**config.mk**
```make
export PLATFORM = sky130hd
export DESIGN_NAME = alarm_digit_editor
export DESIGN_NICKNAME = d
export VERILOG_FILES = /design/src/rtl/alarm_digit_editor.sv
export SDC_FILE = /design/constraint.sdc
export NUM_CORES = 1
export LEC_CHECK = 0
export CAP_MARGIN = 10
export CORE_ASPECT_RATIO = 1.1
export CORE_UTILIZATION = 35
export DETAILED_ROUTE_END_ITERATION = 12
export GPL_TIMING_DRIVEN = 0
export PLACE_DENSITY = 0.68
export SLEW_MARGIN = 20
export SYNTH_ARGS = -nofsm -noshare
export SYNTH_HDL_FRONTEND = slang
export SYNTH_SLANG_ARGS = --single-unit
```
**constraint.sdc**
```tcl
create_clock -name signal -period 2.4 [get_ports signal]
set_clock_uncertainty 0.2 [all_clocks]
set_input_delay 0.48 -clock signal [delete_from_list [all_inputs] [get_ports signal]]
set_output_delay 0.48 -clock signal [all_outputs]
set_load 0.05 [all_outputs]
```
**src/rtl/alarm_digit_editor.sv**
```systemverilog
// Staged BCD alarm editor: cursor/inc/dec on a copy of the alarm, committed on confirm.
// Optional hold-to-repeat for increment/decrement when AUTO_REPEAT_EN is defined.
module alarm_digit_editor #(
    parameter int          NUM_DIGITS   = 4,
    parameter logic [31:0] DIGIT_MAX    = 32'h0000_5959,
`ifdef AUTO_REPEAT_EN
    parameter int          REPEAT_DELAY = 500,
    parameter int          REPEAT_RATE  = 100,
`endif
    localparam int         CUR_W        = (NUM_DIGITS > 1) ? $clog2(NUM_DIGITS) : 1,
    localparam int         W            = 4 * NUM_DIGITS
) (
    input  logic             signal,
    input  logic             reset,
    input  logic             load,
    input  logic             confirm,
    input  logic             moveRightBtn,
    input  logic             moveLeftBtn,
    input  logic             incrementBtn,
    input  logic             decrementBtn,
    output logic [W-1:0]     alarm_value,
    output logic [W-1:0]     edit_value,
    output logic [CUR_W-1:0] cursor,
    output logic             editing,
    output logic             commit_pulse
);
    typedef enum logic [1:0] {S_IDLE, S_EDIT, S_COMMIT} state_t;

    state_t           state_q;
    logic [W-1:0]     alarm_q, edit_q, edit_d;
    logic [CUR_W-1:0] cur_q, cur_d;
    logic [4:0]       btn, hist_q, ev;
    logic             inc_step, dec_step;
    logic [3:0]       dig, mx;

    // Bit order: {dec, inc, left, right, confirm}
    assign btn = {decrementBtn, incrementBtn, moveLeftBtn, moveRightBtn, confirm};
    assign ev  = btn & ~hist_q;

`ifdef AUTO_REPEAT_EN
    logic [31:0] rep_cnt_q;
    logic        rep_arm_q, rep_first_q, rep_held, rep_fire;

    // Only a single-button hold that began with an edge event in EDIT repeats.
    assign rep_held = (incrementBtn & ~decrementBtn & hist_q[3]) |
                      (decrementBtn & ~incrementBtn & hist_q[4]);
    assign rep_fire = rep_arm_q && rep_held &&
                      (rep_cnt_q + 32'd1 == 32'(rep_first_q ? REPEAT_DELAY : REPEAT_RATE));
    assign inc_step = ev[3] | (rep_fire & incrementBtn);
    assign dec_step = ev[4] | (rep_fire & decrementBtn);

    always_ff @(posedge signal or posedge reset) begin
        if (reset) begin
            rep_cnt_q   <= '0;
            rep_arm_q   <= 1'b0;
            rep_first_q <= 1'b0;
        end else if (state_q != S_EDIT) begin
            rep_cnt_q <= '0;
            rep_arm_q <= 1'b0;
        end else if ((ev[3] & ~decrementBtn) | (ev[4] & ~incrementBtn)) begin
            rep_cnt_q   <= '0;
            rep_arm_q   <= 1'b1;
            rep_first_q <= 1'b1;
        end else if (rep_arm_q && rep_held) begin
            if (rep_fire) begin
                rep_cnt_q   <= '0;
                rep_first_q <= 1'b0;
            end else begin
                rep_cnt_q <= rep_cnt_q + 32'd1;
            end
        end else begin
            rep_cnt_q <= '0;
            rep_arm_q <= 1'b0;
        end
    end
`else
    assign inc_step = ev[3];
    assign dec_step = ev[4];
`endif

    always_comb begin
        edit_d = edit_q;
        dig    = '0;
        mx     = '0;
        for (int i = 0; i < NUM_DIGITS; i++) begin
            if (CUR_W'(i) == cur_q) begin
                dig = edit_q[4*i +: 4];
                mx  = DIGIT_MAX[4*i +: 4];
                if (inc_step && !dec_step)
                    edit_d[4*i +: 4] = (dig == mx) ? 4'd0 : dig + 4'd1;
                else if (dec_step && !inc_step)
                    edit_d[4*i +: 4] = (dig == 4'd0) ? mx : dig - 4'd1;
            end
        end
    end

    always_comb begin
        cur_d = cur_q;
        if (ev[2] && !ev[1])
            cur_d = (cur_q == CUR_W'(NUM_DIGITS - 1)) ? '0 : cur_q + 1'b1;
        else if (ev[1] && !ev[2])
            cur_d = (cur_q == '0) ? CUR_W'(NUM_DIGITS - 1) : cur_q - 1'b1;
    end

    always_ff @(posedge signal or posedge reset) begin
        if (reset) begin
            state_q <= S_IDLE;
            alarm_q <= '0;
            edit_q  <= '0;
            cur_q   <= '0;
            hist_q  <= '0;
        end else begin
            hist_q <= btn;
            case (state_q)
                S_IDLE: if (load) begin
                    state_q <= S_EDIT;
                    edit_q  <= alarm_q;
                    cur_q   <= '0;
                end
                S_EDIT: begin
                    if (!load) begin
                        state_q <= S_IDLE;
                    end else if (ev[0]) begin
                        state_q <= S_COMMIT;
                        edit_q  <= edit_d;
                        alarm_q <= edit_d;
                    end else begin
                        edit_q <= edit_d;
                        cur_q  <= cur_d;
                    end
                end
                S_COMMIT: state_q <= load ? S_EDIT : S_IDLE;
                default:  state_q <= S_IDLE;
            endcase
        end
    end

    assign alarm_value  = alarm_q;
    assign edit_value   = edit_q;
    assign cursor       = cur_q;
    assign editing      = (state_q == S_EDIT);
    assign commit_pulse = (state_q == S_COMMIT);
endmodule
```
Yosys cells after proc, flatten, opt, wreduce, memory -nomap -nowiden
Index checks and enable logic that the tools add are counted.
{ "op_classes": {"add_sub_neg": 10, "n_eq_ne": 15, "n_mux": 36, "bitwise_logic": 2, "n_reduce_logical": 19} }
{ "ops": {"columns": ["cell", "count"], "rows": [
  ["$mux 4", 20],
  ["$mux 16", 2],
  ["$pmux 16 s2", 1],
  ["$mux 2", 10],
  ["$add 4x1->4 const B", 4],
  ["$logic_not 4->1", 4],
  ["$sub 4x1->4 const B", 4],
  ["$eq 4x3->1 const B", 2],
  ["$eq 4x4->1 const B", 2],
  ["$ne 2x2->1 const B", 3],
  ["$pmux 2 s3", 1],
  ["$reduce_and 3->1", 2],
  ["$and 5x5->5", 1],
  ["$not 5->5", 1],
  ["$reduce_and 5->1", 1],
  ["$eq 2x2->1 const A", 2],
  ["$eq 2x2->1 const B", 2],
  ["$logic_and 1x1->1", 4],
  ["$logic_not 1->1", 4],
  ["$logic_not 2->1", 2],
  ["$pmux 2 s2", 1],
  ["$ne 3x1->1 const B", 1],
  ["$ne 3x2->1 const B", 1],
  ["$add 2x1->2 const B", 1],
  ["other kinds (6)", 6]
]} }
{ "word_totals": {"ff_bits": 41, "in_bits": 8, "output_inout_bits": 36, "elab_cells": 87} }

Longest topological paths before layout
{ "depth": {"ltp_word": 9, "mapped_depth": 7, "ltp_nobuf": 7} }

Least setup slack after synthesis
OpenSTA, ideal clock, no wires.
{ "synth_path": {"path_type": "flip-flop to output port", "start": "register state_q[0]", "end": "output port commit_pulse", "arrival_ns": 1.451, "required_ns": 1.720, "path_slack_ns": 0.269, "stages_incl_launch_ff": 4, "path_buffers": 2, "cell_sequence": "dfrtp_1 > clkbuf_1 > clkbuf_1 > nor2b_1"} }
{ "synth_between": {"elab_chain_cells": 1} }
{ "synth_rtl": {"columns": ["element", "line_no", "text"], "rows": [
  ["start, declared", "29", "state_t state_q;"],
  ["start signal, assigned", "132", "S_COMMIT: state_q <= load ? S_EDIT : S_IDLE;"],
  ["$eq 2x2->1", "142", "assign commit_pulse = (state_q == S_COMMIT);"],
  ["end, declared", "25", "output logic commit_pulse"]
]} }
No other way between the ends.

Final worst setup path
{ "layout_path": {"start": "register edit_q[9], in the netlist edit_value[9]", "end": "output port edit_value[9]"} }
{ "layout_rtl": {"columns": ["element", "line_no", "text"], "rows": [
  ["start, declared", "30", "logic [W-1:0] alarm_q, edit_q, edit_d;"],
  ["start signal, assigned", "117", "edit_q <= alarm_q;"],
  ["start signal, assigned", "125", "edit_q <= edit_d;"],
  ["start signal, assigned", "128", "edit_q <= edit_d;"],
  ["end, declared", "22", "output logic [W-1:0] edit_value,"]
]} }
No word-level cell between the ends.

==> flow_summary.toml <==
[power]
p_leak_nw = 1.29
power_density_nw_per_um2 = 1180
irDropWorstVdd_v = 0.000772

[place]
dpl.cell_count = 417
io_buffers = 43
dp_slack_ns = -0.373
dp_hpwl_mm = 4.93
place_congestion = 0.873
place_area_um2 = 3040

[layout]
seqCellArea_um2 = 1030
insertedDiodeCount = 0
layout.nets = 354
post-route-util_pct = 46.6
final_cells = 424
final_common_cell = "dfrtp_1"
area_delta_synth_final_pct = 25.7
fillers = 691
final_cell_mix = "dfrtp_1 (41), clkdlybuf4s50_1 (40), nand2_1 (33)"
stdcell_area_um2 = 3120
final_layout_size_suffix_gt1_share_pct = 8.19
multiInputGateArea_um2 = 1330

[critical_path]
slowest_stage = "clkdlybuf4s50_1"
cp_cell_sequence = "clkdlybuf4s50_1"
critPathMaxFanout = 9
r2r_slack_ns = 0.34
cp-start-kind = "register"
cp.required_ns = 1.72
path_class = "reg2out"
crit_path_end_kind = "primary output"
cp_top_family = "buffers and inverters"
slowest_delay_ns = 0.86
crit_arrival_ns = 1.65
cp_num_buf_inv = 1

[detailed_routing]
drc = 0
ant_nets = 0
num_vias = 2432
first_iter_violations = 203
firstDrtPassIters = 5
vias_per_cell = 5.74
wl_per_cell_um = 16.6
wl_mm = 7.02

[logic_synthesis]
synthArstFlopShare_pct = 100
syn_area_per_cell_um2 = 8.54
synth.distinct_cells = 53
synth_ff_type = "dfrtp_1"
syn_nets = 303
yosysWarnings = 0
synth_area_um2 = 2490
synth_seq_area_share_pct = 41.3
syn_inst = 291
synth_edf_count = 0
ys_ff_latch = 41

[cts]
clk_latency_ns = 0.29
cts_inserted_buffers = 5
cts.root.buffer_cell = "clkbuf_8"
path_clk_slew_ns = 0.08
clock_path_buffers = 2
cts_htree_levels = 2
cts_tree = "yes"
clock-sinks = 41

[die]
fp.dieH_um = 90.4
initial_core_util_pct = 37.1
core_area_um2 = 6710
die_area_um2 = 7440
rows = 31
die_w_um = 82.4
io_pins = 44

[grt]
first_global_vias = 2345
antenna_found_initial = 0
grt_pass1_wl_mm = 11.8
grt_usage_pct = 20.6
grt-ovfl-total = 0
grt_max_degree = 28

[sta]
rsz0062_at_grt = "false"
layout_setup_ws_ns = 0.0688
tns_ns = 0
max_slew.worst_pin.slew_ns = 0.622
max_freq_ghz = 0.429
hold_violations = 0
setup_violations = 0
relSlewSlack_pct = 58.5
finalCritPeriodShare_pct = 97.1
maxSlewViolCount = 0
period_needed_ns = 2.33

[run_status]
outcome = "finished, final reports clean"

[hold_path]
holdCritPathClass = "in2async"

[flow_run]
cap_violations = 0
## stage by stage
step | power, mW | hold WS (ns)
2_1_floorplan | 2.57 | 0.311
3_3_place_gp | 3.19 | 0.291
3_5_place_dp | 3.22 | 0.298
4_1_cts | 3.70 | 0.278
5_1_grt | 3.92 | 0.300
6_report | 3.70 | 0.270
## report_power, final
| group | total [mW] | switching [mW] | leakage [nW] | internal [mW] |
|---|---|---|---|---|
| Clock | 0.474 | 0.245 | 0.0443 | 0.229 |
| Combinational | 2.09 | 1.37 | 0.765 | 0.726 |
| Sequential | 1.13 | 0.232 | 0.483 | 0.896 |
## worst reg2reg max path, delay by kind of cell, from the launching register on
| family | cells | cell delay (ns) |
|---|---|---|
| AOI/OAI and AO/OA | 3 | 0.67 |
| adders and majority gates | 1 | 0.34 |
| buffers and inverters | 1 | 0.11 |
| DFF | 1 | 0.46 |
| and+or+nand+nor | 1 | 0.14 |
## worst paths after layout
path                                      start               to  depth (start not counted)
worst min-delay path                      reset    edit_value[9]                          2
max in group asynchronous                 reset   alarm_value[0]                          3
worst max-delay path              edit_value[9]    edit_value[9]                          1
worst max register to register        cursor[0]    edit_value[3]                          6
min in group signal             alarm_value[13]  alarm_value[13]                          2
worst min register to register  alarm_value[13]  alarm_value[13]                          2
## per-layer routing
layer  track usage, %  share of wire, %  vias to the layer above
li1                 -                 -                     1151
met1             31.0                46                     1190
met2             29.6                46                       83
met3             3.43               6.4                        8
met4             6.14               1.2                        0
met5                0                 0                        -
## synth_stat cells, types with 2 or more instances
master / number / area [µm²]
dfrtp_1: 41 / 1030
nand2_1: 33 / 124
o21ai_0: 26 / 130
a21oi_1: 20 / 100
inv_1: 15 / 56.3
nor2_1: 15 / 56.3
o21ai_1: 14 / 70.1
clkbuf_1: 10 / 37.5
nor2b_1: 8 / 50.1
a31oi_1: 7 / 43.8
buf_2: 7 / 35.0
nand2b_1: 7 / 43.8
or3_1: 7 / 43.8
mux2i_1: 6 / 60.1
nand3_1: 6 / 30.0
xnor2_1: 6 / 52.6
o22ai_1: 5 / 31.3
and3_1: 4 / 25.0
ha_1: 4 / 50.1
a211o_1: 3 / 26.3
nand4_1: 3 / 18.8
o211ai_1: 3 / 22.5
o221ai_1: 3 / 26.3
a211oi_1: 2 / 15.0
a21boi_2: 2 / 22.5
a41o_1: 2 / 20.0
and2_1: 2 / 12.5
nor3_1: 2 / 10.0
nor3_2: 2 / 20.0
nor4b_1: 2 / 17.5
o2bb2ai_1: 2 / 17.5
## state kept, by name, indices dropped and copies added (netlist names)
register / count
state_q: 2
hist_q: 5
alarm_value: 16
cursor: 2
edit_value: 16
## kinds of logic after synthesis
family	count (synthesis)	synth area share, %
fa+ha+maj	4	2.01
flops	41	41.3
compound gates	105	26.8
xor+xnor	6	2.11
buf+inv	33	5.38
simple gates	96	20.0
mux	6	2.42
## area by class of cell
class,count,area share (%)
inverters,15,1.80
well taps,82,3.28
clock buffers,7,2.76
multi-input cells,217,42.5
repair buffers,44,14.3
flip-flops and latches,41,32.8
plain buffers,18,2.56
## timing repair
item	CTS	global route
setup buffers	0	0
endpoints found under the hold margin	0	0
endpoints found under the setup margin	2	1
pin swaps	0	0
resized for setup	8	1
hold buffers	0	0
(Power assumes the default switching activity.)
